File: src/rtl/parking_slot_if.sv
// Entry-gate handshake between the slot allocator (master) and the gate controller (slave).
interface parking_slot_if;
  logic       entry_req;
  logic       grant_ack;
  logic       grant_valid;
  logic [1:0] grant_slot;

  modport master (output grant_valid, grant_slot, input entry_req, grant_ack);
  modport slave  (input grant_valid, grant_slot, output entry_req, grant_ack);
endinterface

File: src/rtl/parking_slot_allocator.sv
// Debounces four slot sensors into an occupancy map and offers the lowest free slot
// to the entry gate, holding a reservation until the car parks or a timeout expires.
module parking_slot_allocator #(
  parameter int unsigned DEBOUNCE_CYCLES = 4,
  parameter int unsigned TIMEOUT_CYCLES  = 1000
) (
  input  logic                  clk,
  input  logic                  rst,
  input  logic [3:0]            sensor,
  parking_slot_if.master        gate,
  output logic [3:0]            occupancy,
  output logic [2:0]            free_count,
  output logic                  full,
  output logic                  timeout_err
);

  localparam int unsigned NSLOT = 4;
  localparam int unsigned CNT_W = (DEBOUNCE_CYCLES > 1) ? $clog2(DEBOUNCE_CYCLES) : 1;
  localparam int unsigned TMR_W = $clog2(TIMEOUT_CYCLES);

  typedef enum logic [1:0] {IDLE, OFFER, PARK} state_t;

  state_t             state, state_d;
  logic [3:0]         sync1, sync2;
  logic [CNT_W-1:0]   db_cnt [NSLOT];
  logic [3:0]         reserved, reserved_d;
  logic [TMR_W-1:0]   timer, timer_d;
  logic               grant_valid_d;
  logic [1:0]         grant_slot_d;
  logic               timeout_err_d;
  logic [3:0]         free_map;
  logic [1:0]         lowest_free;
  logic [2:0]         free_cnt_d;

  // Synchronize raw sensors, then require DEBOUNCE_CYCLES consecutive disagreements to flip a bit
  always_ff @(posedge clk or posedge rst) begin
    if (rst) begin
      sync1     <= '0;
      sync2     <= '0;
      occupancy <= '0;
      for (int i = 0; i < NSLOT; i++) db_cnt[i] <= '0;
    end else begin
      sync1 <= sensor;
      sync2 <= sync1;
      for (int i = 0; i < NSLOT; i++) begin
        if (sync2[i] == occupancy[i]) begin
          db_cnt[i] <= '0;
        end else if (db_cnt[i] == CNT_W'(DEBOUNCE_CYCLES - 1)) begin
          db_cnt[i]    <= '0;
          occupancy[i] <= ~occupancy[i];
        end else begin
          db_cnt[i] <= db_cnt[i] + CNT_W'(1);
        end
      end
    end
  end

  assign free_map   = ~(occupancy | reserved);
  assign free_cnt_d = 3'(free_map[0]) + 3'(free_map[1]) + 3'(free_map[2]) + 3'(free_map[3]);

  always_comb begin
    lowest_free = '0;
    for (int i = NSLOT - 1; i >= 0; i--) begin
      if (free_map[i]) lowest_free = 2'(i);
    end
  end

  // Offer / reservation sequencing; acceptance wins over a same-edge withdrawal
  always_comb begin
    state_d       = state;
    grant_valid_d = gate.grant_valid;
    grant_slot_d  = gate.grant_slot;
    reserved_d    = reserved;
    timer_d       = timer;
    timeout_err_d = 1'b0;
    case (state)
      IDLE: begin
        if (gate.entry_req && (free_map != '0)) begin
          grant_slot_d  = lowest_free;
          grant_valid_d = 1'b1;
          state_d       = OFFER;
        end
      end
      OFFER: begin
        if (gate.grant_ack) begin
          reserved_d[gate.grant_slot] = 1'b1;
          grant_valid_d               = 1'b0;
          timer_d                     = '0;
          state_d                     = PARK;
        end else if (occupancy[gate.grant_slot]) begin
          grant_valid_d = 1'b0;
          state_d       = IDLE;
        end
      end
      PARK: begin
        timer_d = timer + TMR_W'(1);
        if (occupancy[gate.grant_slot]) begin
          reserved_d[gate.grant_slot] = 1'b0;
          state_d                     = IDLE;
        end else if (timer == TMR_W'(TIMEOUT_CYCLES - 1)) begin
          reserved_d[gate.grant_slot] = 1'b0;
          timeout_err_d               = 1'b1;
          state_d                     = IDLE;
        end
      end
      default: state_d = IDLE;
    endcase
  end

  always_ff @(posedge clk or posedge rst) begin
    if (rst) begin
      state            <= IDLE;
      gate.grant_valid <= 1'b0;
      gate.grant_slot  <= '0;
      reserved         <= '0;
      timer            <= '0;
      timeout_err      <= 1'b0;
      free_count       <= 3'd4;
      full             <= 1'b0;
    end else begin
      state            <= state_d;
      gate.grant_valid <= grant_valid_d;
      gate.grant_slot  <= grant_slot_d;
      reserved         <= reserved_d;
      timer            <= timer_d;
      timeout_err      <= timeout_err_d;
      free_count       <= free_cnt_d;
      full             <= (free_cnt_d == 3'd0);
    end
  end

endmodule
File: src/flat_wrapper.sv
// flat-port wrapper written by rule: the top's interface ports become plain ports
module parking_slot_allocator_flat 
#(
  parameter int unsigned DEBOUNCE_CYCLES = 4,
  parameter int unsigned TIMEOUT_CYCLES  = 1000
)
  (clk, rst, sensor, occupancy, free_count, full, timeout_err, gate_grant_valid, gate_grant_slot, gate_entry_req, gate_grant_ack);
  parking_slot_if gate_i ();
  input  logic clk;
  input  logic rst;
  input  logic [3:0] sensor;
  output logic [3:0] occupancy;
  output logic [2:0] free_count;
  output logic full;
  output logic timeout_err;
  output wire logic [$bits(gate_i.grant_valid)-1:0] gate_grant_valid;
  output wire logic [$bits(gate_i.grant_slot)-1:0] gate_grant_slot;
  input wire logic [$bits(gate_i.entry_req)-1:0] gate_entry_req;
  input wire logic [$bits(gate_i.grant_ack)-1:0] gate_grant_ack;
  assign gate_grant_valid = gate_i.grant_valid;
  assign gate_grant_slot = gate_i.grant_slot;
  assign gate_i.entry_req = gate_entry_req;
  assign gate_i.grant_ack = gate_grant_ack;
  parking_slot_allocator #(.DEBOUNCE_CYCLES(DEBOUNCE_CYCLES), .TIMEOUT_CYCLES(TIMEOUT_CYCLES)) u_core (.clk(clk), .rst(rst), .sensor(sensor), .gate(gate_i), .occupancy(occupancy), .free_count(free_count), .full(full), .timeout_err(timeout_err));
endmodule
File: config.mk
export PLATFORM = sky130hd
export DESIGN_NAME = parking_slot_allocator_flat
export DESIGN_NICKNAME = d
export VERILOG_FILES = /design/src/rtl/parking_slot_if.sv /design/src/rtl/parking_slot_allocator.sv /design/src/flat_wrapper.sv
export SDC_FILE = /design/constraint.sdc
export NUM_CORES = 1
export LEC_CHECK = 0
export BUFFER_PORTS_ARGS = -buffer_cell sky130_fd_sc_hd__buf_2
export CAP_MARGIN = 10
export CORE_MARGIN = 3
export CORE_UTILIZATION = 40
export CTS_BUF_LIST = sky130_fd_sc_hd__clkbuf_16
export CTS_CLUSTER_DIAMETER = 100
export DETAILED_ROUTE_END_ITERATION = 10
export PLACE_DENSITY = 0.68
export SLEW_MARGIN = 25
export SYNTH_ARGS = -nofsm -noshare
export SYNTH_HDL_FRONTEND = slang
export SYNTH_SLANG_ARGS = --single-unit
export TNS_END_PERCENT = 100
File: constraint.sdc
create_clock -name clk -period 1.9 [get_ports clk]
set_clock_uncertainty 0.15 [all_clocks]
set_input_delay 0.475 -clock clk [delete_from_list [all_inputs] [get_ports clk]]
set_output_delay 0.475 -clock clk [all_outputs]
set_load 0.05 [all_outputs]
# Word-level counts from Yosys, hierarchy flattened
# Cells that the tools add are included.
# W data, S select, Z words.
[totals]
in_bits = 8
latchBits = 0
ramBits = 0
rom_bits = 0
output_inout_bits = 12
memories = 0
register_bits = 44
elab_cells = 107
[classes]
magnitude_cmp = 2
n_reduce_logical = 16
muxes = 35
n_eq_ne = 15
bitwise_logic = 13
shift = 0
add_sub_neg = 8
n_div = 0
mul = 0
[ops]
columns = ["op", "count"]
rows = [
  ["$mux W2", 17],
  ["$pmux W10 S2", 1],
  ["$mux W4", 3],
  ["$reduce_and A2 Y1", 6],
  ["$add A10 B1 Y10 const B", 1],
  ["$eq A10 B10 Y1 const B", 1],
  ["$eq A2 B2 Y1 const B", 5],
  ["$mux W10", 1],
  ["$reduce_and A3 Y1", 3],
  ["$add A2 B1 Y2 const B", 4],
  ["$mux W1", 8],
  ["$not A1 Y1", 8],
  ["$not A4 Y4", 2],
  ["$or A4 B4 Y4", 2],
  ["$pmux W4 S2", 1],
  ["$add A3 B1 Y3", 2],
  ["$pmux W2 S3", 1],
  ["$and A4 B4 Y4", 1],
  ["$eq A1 B1 Y1", 4],
  ["$reduce_bool A2 Y1", 2],
  ["$reduce_bool A4 Y1", 1],
  ["$logic_not A3 Y1", 1],
  ["$lt A2 B3 Y1 const B", 1],
  ["$ne A3 B1 Y1 const B", 1],
  ["other kinds (11)", 12],
]

# Depth between registers and ports, before layout
# Gate-level depths: netlist of the first run.
[logic_depth]
depth_word = 9
depth_mapped = 8
ltp_nobuf = 7

# Least setup slack after synthesis of the first run
# Ideal clock, no wire load.
[synth_timing]
kind = "register to register"
startpoint = "register u_core.occupancy[1]"
endpoint = "register u_core.full"
period_less_slack_ns = 2.211
t_required_ns = 1.664
arrival_ns = 1.975
path_slack_ns = -0.311
n_path_buf = 0
setup_ns = 0.086
path_stages_with_launch = 8
path_cell_list = "dfrtp_1 -> nor2_1 -> ha_1 -> inv_1 -> fa_1 -> inv_1 -> ha_1 -> nor3_1"
[synth_between]
elab_chain_cells = 6
[synth_lines]
columns = ["item", "line_no", "rtl"]
rows = [
  ["from (decl)", "parking_slot_allocator.sv:11", "output logic [3:0] occupancy,"],
  ["from (signal, indexed assignment)", "parking_slot_allocator.sv:50", "occupancy[i] <= ~occupancy[i];"],
  ["$or A4 B4 Y4", "parking_slot_allocator.sv:58", "assign free_map = ~(occupancy | reserved);"],
  ["$not A4 Y4", "parking_slot_allocator.sv:58", ""],
  ["$add A1 B1 Y2", "parking_slot_allocator.sv:59", "assign free_cnt_d = 3'(free_map[0]) + 3'(free_map[1]) + 3'(free_map[2]) + 3'(free_map[3]);"],
  ["$add A3 B1 Y3 (2 in a row)", "parking_slot_allocator.sv:59", ""],
  ["net u_core.free_cnt_d[1]", "parking_slot_allocator.sv:33", "logic [2:0] free_cnt_d;"],
  ["$logic_not A3 Y1", "parking_slot_allocator.sv:128", "full <= (free_cnt_d == 3'd0);"],
  ["to (signal assigned)", "parking_slot_allocator.sv:128", ""],
  ["to (decl)", "parking_slot_allocator.sv:13", "output logic full,"],
]
# The timed path passes the listed nets, and every way through them passes these cells.
# A chain may end at the register's enable or synchronous reset.

# Final worst setup path of the first run
# Ends and elaborated chain as after synthesis.

==> results.sh, run 1 <==
export IMPL_tritoncts="done"
export IMPL_syn_num_nets=202
export IMPL_status="completed"
export IMPL_pre_cts_ws_ns=0.0403
export IMPL_ios=20
export IMPL_yosysSeqAreaShare=0.535
export IMPL_antenna_found_initial=0
export IMPL_layout_commonest_cell="dfrtp_1"
export IMPL_num_vias=1531
export IMPL_ys_seq_elements=44
export IMPL_avgSynthCellArea_um2=11.3
export IMPL_clk_pin_slew_ns=0.06
export IMPL_wl_per_cell_um=14.4
export IMPL_power_density_nw_per_um2=1630
export IMPL_crit_arrival_ns=1.88
export IMPL_clkSinkCount=44
export IMPL_grtUsageTotal=0.150
export IMPL_syn_to_final_growth_pct=23.7
export IMPL_clock_latency_ns=0.28
export IMPL_place_detailed_hpwl_um=2910
export IMPL_drtIter0Drc=136
export IMPL_die_w_um=77.8
export IMPL_ys_async_sr_fraction=1.00
export IMPL_setup_viol=0
export IMPL_hp_class="input port to async pin"
export IMPL_final_max_slew_violation_count=0
export IMPL_synth_top_area_share=0.522
export IMPL_grt_pass1_vias=1499
export IMPL_grt_ovfl_total=0
export IMPL_multi_input_comb_area_um2=953
export IMPL_max_freq_ghz=0.548
export IMPL_dr_pass1_iters=4
export IMPL_final_cell_mix="dfrtp_1 (39), buf_2 (19), buf_4 (16)"
export IMPL_slew_headroom=0.746
export IMPL_fin_ws_ns=0.0763
export IMPL_worst_setup_path_start_kind="register"
export IMPL_r2r_setup_slack_ns=0.08
export IMPL_cts_buffers_inserted=5
export IMPL_leakagePower_nw=1.14
export IMPL_synthTopCellsByArea="dfrtp_1 (52%), ha_1 (6.7%), o21ai_0 (3.4%)"
export IMPL_finalHoldViolCount=0
export IMPL_hold_worst_slack_ns=0.0368
export IMPL_synth_edf_count=0
export IMPL_syn_cell_area_um2=2060
export IMPL_cp_max_fo=6
export IMPL_start_util=0.425
export IMPL_synthFlopType="dfrtp_1"
export IMPL_yosysWarnings=0
export IMPL_netlist_instances=182
export IMPL_worst_pin_slew_ns=0.381
export IMPL_path_delay_family="adder cells"
export IMPL_grt_max_degree=30
export IMPL_fillCellCount=411
export IMPL_cap_violations=0
export IMPL_ant_nets=0
export IMPL_layout_drive_gt1_share=0.295
export IMPL_avgViaCountPerCell=5.33
export IMPL_rows=25
export IMPL_coreArea_um2=4850
export IMPL_min_period_ns=1.82
export IMPL_cts_hold_buf=0
export IMPL_drc=0
export IMPL_die_area_um2=6050
export IMPL_synth_largest_area_cell="dfrtp_1"
export IMPL_ir_drop_uv=742
export IMPL_nets=239
export IMPL_diodes=0
export IMPL_seqCellArea_um2=1110
export IMPL_ys_types=40
export IMPL_max_stage_delay_ns=0.45
export IMPL_cp_slowest_cell="dfrtp_2"
export IMPL_clockBufferDepth=2
export IMPL_finalWeightedCongestion=0.776
export IMPL_htree_levels=2
export IMPL_io_buffers=19
export IMPL_cp_required_ns=1.96
export IMPL_crit_buf_inv=2
export IMPL_path_cells="nor2_4 -> ha_1 -> inv_1 -> fa_2 -> inv_1 -> ha_1 -> nor3_2"
export IMPL_critPathKind="register to register"
export IMPL_cts_root_buf="clkbuf_16"
export IMPL_critPathCaptureType="register"
export IMPL_die_h_um=77.8
export IMPL_post_route_period_util=0.960
export IMPL_grt_pass1_wl_um=7000
export IMPL_wl_um=4130
through the flow:
step                       util  setup TNS, ns  instance area (µm²)  std cells  total power, mW
after floorplan               -       -0.00926                 2080        182             2.67
after global placement    0.481              0                 2330        275             3.10
after detailed placement  0.481              0                 2330        275             3.14
after CTS                 0.511              0                 2480        283             3.99
after global routing      0.526        -0.0314                 2550        287             4.45
final                     0.526              0                 2550        287             4.15
final timing paths:
path | start | endpoint | cells after the start
max | u_core.occupancy[1] | u_core.full | 7
min | rst | u_core.db_cnt[3] | 3
max reg2reg | u_core.occupancy[1] | u_core.full | 7
min reg2reg | u_core.sync1[0] | u_core.sync2[0] | 0
max in group asynchronous | rst | u_core.gate.grant_slot[0] | 3
min in group clk | sensor[2] | u_core.sync1[2] | 1
sequential cells by signal (all words and copies together) (netlist names), named ones only:
name and flops:
u_core.occupancy 4, u_core.sync1 4, u_core.free_count 3, u_core.timeout_err 1, u_core.gate.grant_valid 1, u_core.full 1, u_core.state 2, u_core.gate.grant_slot 2
u_core.sync2 4, u_core.db_cnt 8, u_core.timer 10
timing repair:
action | in CTS | in global routing
resized for setup | 0 | 8
buffers inserted | 0 | 4
endpoints found under the setup margin | 0 | 9
synth_stat cells (all sizes together) (2+ instances only):
cell and n:
nor2 7, or3 2, mux2i 3, and2 3, a22o 6, ha 11, dfrtp 43, nand3b 2
clkbuf 4, o31ai 4, a21oi 3, nand4 3, and3 3, nor3 7, inv 12, a221o 2
nand4b 3, nand2 13, a31oi 2, mux2 6, nor2b 4, nand3 6, o21ai 14, xnor2 4
area by class of cell:
| class | count | share of cell area |
|---|---|---|
| Timing Repair Buffer | 35 | 0.0844 |
| Tap cell | 67 | 0.0329 |
| Clock buffer | 5 | 0.0491 |
| Multi-Input combinational cell | 121 | 0.374 |
| Sequential cell | 44 | 0.434 |
| Clock inverter | 3 | 0.00736 |
| Inverter | 12 | 0.0177 |
per-layer routing:
layer / global-route usage / up-vias / wire length, µm
li1: - / 732 / -
met4: 0.0730 / 0 / 71
met1: 0.194 / 766 / 1870
met5: 0 / - / 0
met2: 0.224 / 27 / 1980
met3: 0.0499 / 6 / 213
power breakdown:
part           switching (mW)  total (mW)  internal [mW]  leakage (nW)
logic                    1.14        1.90          0.757         0.531
clock network           0.348       0.830          0.482        0.0635
registers               0.223        1.42           1.20         0.544
total                    1.71        4.15           2.44          1.14
worst min-delay path: cells and delay by family:
kind     cells  cell delay (ns)
buf+inv      3             0.36
logic make-up after synthesis:
family,count (synthesis),share of synthesized area
simple gates,57,0.149
buf+inv,17,0.0316
compound gates,38,0.133
flops,44,0.535
mux,10,0.0583
fa+ha+maj,12,0.0765
xor+xnor,4,0.0170
(Power assumes the default switching activity.)
==> run 2, diff against run 1 <==
--- a/config.mk
+++ b/config.mk
@@ -12,7 +12,7 @@
 export CTS_BUF_LIST = sky130_fd_sc_hd__clkbuf_16
 export CTS_CLUSTER_DIAMETER = 100
 export DETAILED_ROUTE_END_ITERATION = 10
-export PLACE_DENSITY = 0.68
+export PLACE_DENSITY = 0.65
 export SLEW_MARGIN = 25
 export SYNTH_ARGS = -nofsm -noshare
 export SYNTH_HDL_FRONTEND = slang
==> run 2 against run 1 <==
Compared with the run above: final area increased by 1.6%; fmax down 1.0%; largest cell class unchanged; die area unchanged; register-to-register slack worse by 0.02 ns; via count shrank 1.6%; sequential power about the same; first-iteration DRC count is 8.8% lower; flip-flop and latch count stayed put; sequential share of layout area fell by 0.69 points; non-clock buffer count up 1; combinational power fell by 4%.
==> results.sh, run 2 (synthesized netlist as in run 1, its figures left out) <==
export IMPL_grtUsageTotal=0.143
export IMPL_layout_drive_gt1_share=0.308
export IMPL_ir_drop_uv=857
export IMPL_drtIter0Drc=124
export IMPL_critPathCaptureType="register"
export IMPL_wl_um=4000
export IMPL_largest_reg_flops=10
export IMPL_num_vias=1506
export IMPL_critPathKind="register to register"
export IMPL_grt_pass1_wl_um=6840
export IMPL_die_w_um=77.8
export IMPL_drc=0
export IMPL_ios=20
export IMPL_antenna_found_initial=0
export IMPL_syn_to_final_growth_pct=25.7
export IMPL_cp_required_ns=1.91
export IMPL_clock_latency_ns=0.29
export IMPL_coreArea_um2=4850
export IMPL_leakagePower_nw=1.16
export IMPL_avgViaCountPerCell=5.23
export IMPL_cp_max_fo=6
export IMPL_regMostFlops="u_core.timer"
export IMPL_grt_max_degree=45
export IMPL_layout_commonest_cell="dfrtp_1"
export IMPL_clkSinkCount=44
export IMPL_rows=25
export IMPL_fillCellCount=420
export IMPL_final_cell_mix="dfrtp_1 (39), buf_2 (19), buf_4 (16)"
export IMPL_dr_pass1_iters=4
export IMPL_ant_nets=0
export IMPL_post_route_period_util=0.970
export IMPL_start_util=0.425
export IMPL_finalHoldViolCount=0
export IMPL_wl_per_cell_um=13.9
export IMPL_min_period_ns=1.84
export IMPL_grt_ovfl_total=0
export IMPL_clk_pin_slew_ns=0.06
export IMPL_cts_buffers_inserted=5
export IMPL_diodes=0
export IMPL_total_power_mw=4.23
export IMPL_crit_arrival_ns=1.85
export IMPL_nets=240
export IMPL_cts_root_buf="clkbuf_16"
export IMPL_fin_util=0.534
export IMPL_finalWeightedCongestion=0.822
export IMPL_io_buffers=19
export IMPL_place_detailed_hpwl_um=2840
export IMPL_clockBufferDepth=2
export IMPL_multi_input_comb_area_um2=946
export IMPL_setup_viol=0
export IMPL_seqCellArea_um2=1110
export IMPL_grt_pass1_vias=1486
export IMPL_tritoncts="done"
export IMPL_max_freq_ghz=0.543
export IMPL_htree_levels=2
export IMPL_power_density_nw_per_um2=1630
export IMPL_worst_setup_path_start_kind="register"
export IMPL_hp_class="input port to async pin"
export IMPL_status="completed"
export IMPL_r2r_setup_slack_ns=0.06
export IMPL_die_h_um=77.8
export IMPL_die_area_um2=6050
export IMPL_worst_pin_slew_ns=0.334
export IMPL_final_max_slew_violation_count=0
export IMPL_largestRegisters="u_core.timer: 10 flops, u_core.db_cnt: 8 flops"
export IMPL_hold_worst_slack_ns=0.0572
export IMPL_cap_violations=0
export IMPL_slew_headroom=0.776
-- run 2: layout make-up --
class / count / share of cell area
Clock buffer: 5 / 0.0483
Clock inverter: 3 / 0.0184
Inverter: 12 / 0.0174
Multi-Input combinational cell: 121 / 0.365
Sequential cell: 44 / 0.428
Tap cell: 67 / 0.0324
Timing Repair Buffer: 36 / 0.0908
-- run 2: path summary, 6_finish.rpt --
check / start / endpoint / cells after the start
max: u_core.occupancy[2] / u_core.state[1] / 4
min: rst / u_core.sync2[2] / 3
max reg2reg: u_core.occupancy[2] / u_core.state[1] / 4
min reg2reg: u_core.sync1[1] / u_core.sync2[1] / 0
max in group asynchronous: rst / u_core.free_count[2] / 3
min in group clk: sensor[3] / u_core.sync1[3] / 1
-- run 2: metrics by stage --
step | area, µm² | TNS [ns] | setup WS [ns] | std cells
after global placement | 2370 | 0 | 0.0909 | 278
final | 2590 | 0 | 0.0575 | 288
after detailed placement | 2370 | 0 | 0.0330 | 278
after CTS | 2540 | 0 | 0.0236 | 286
after floorplan | 2080 | -0.00926 | -0.00926 | 182
after global routing | 2590 | -0.0161 | -0.0161 | 288
-- run 2: timing repair --
item	4_1_cts	5_1_grt
buffers inserted	0	2
endpoints found under the setup margin	0	6
hold buffers	0	0
gates resized for setup	0	6
-- run 2: power breakdown --
group,internal [mW],switching (mW),total [mW]
registers,1.20,0.210,1.41
clock network,0.624,0.361,0.985
logic,0.719,1.12,1.83
-- run 2: metal layers --
layer / part of all wire / up-vias / GRT usage
li1: - / 739 / -
met2: 0.45 / 33 / 0.217
met1: 0.50 / 729 / 0.195
met4: 0.017 / 0 / 0.0747
met5: 0 / - / 0
met3: 0.039 / 5 / 0.0255
-- run 2: critical path, stage by stage, from the launching register on --
cell     delay (ns)
dfrtp_2        0.45
mux4_2         0.55
a31oi_2        0.29
a221o_1        0.21
o21ai_0        0.07
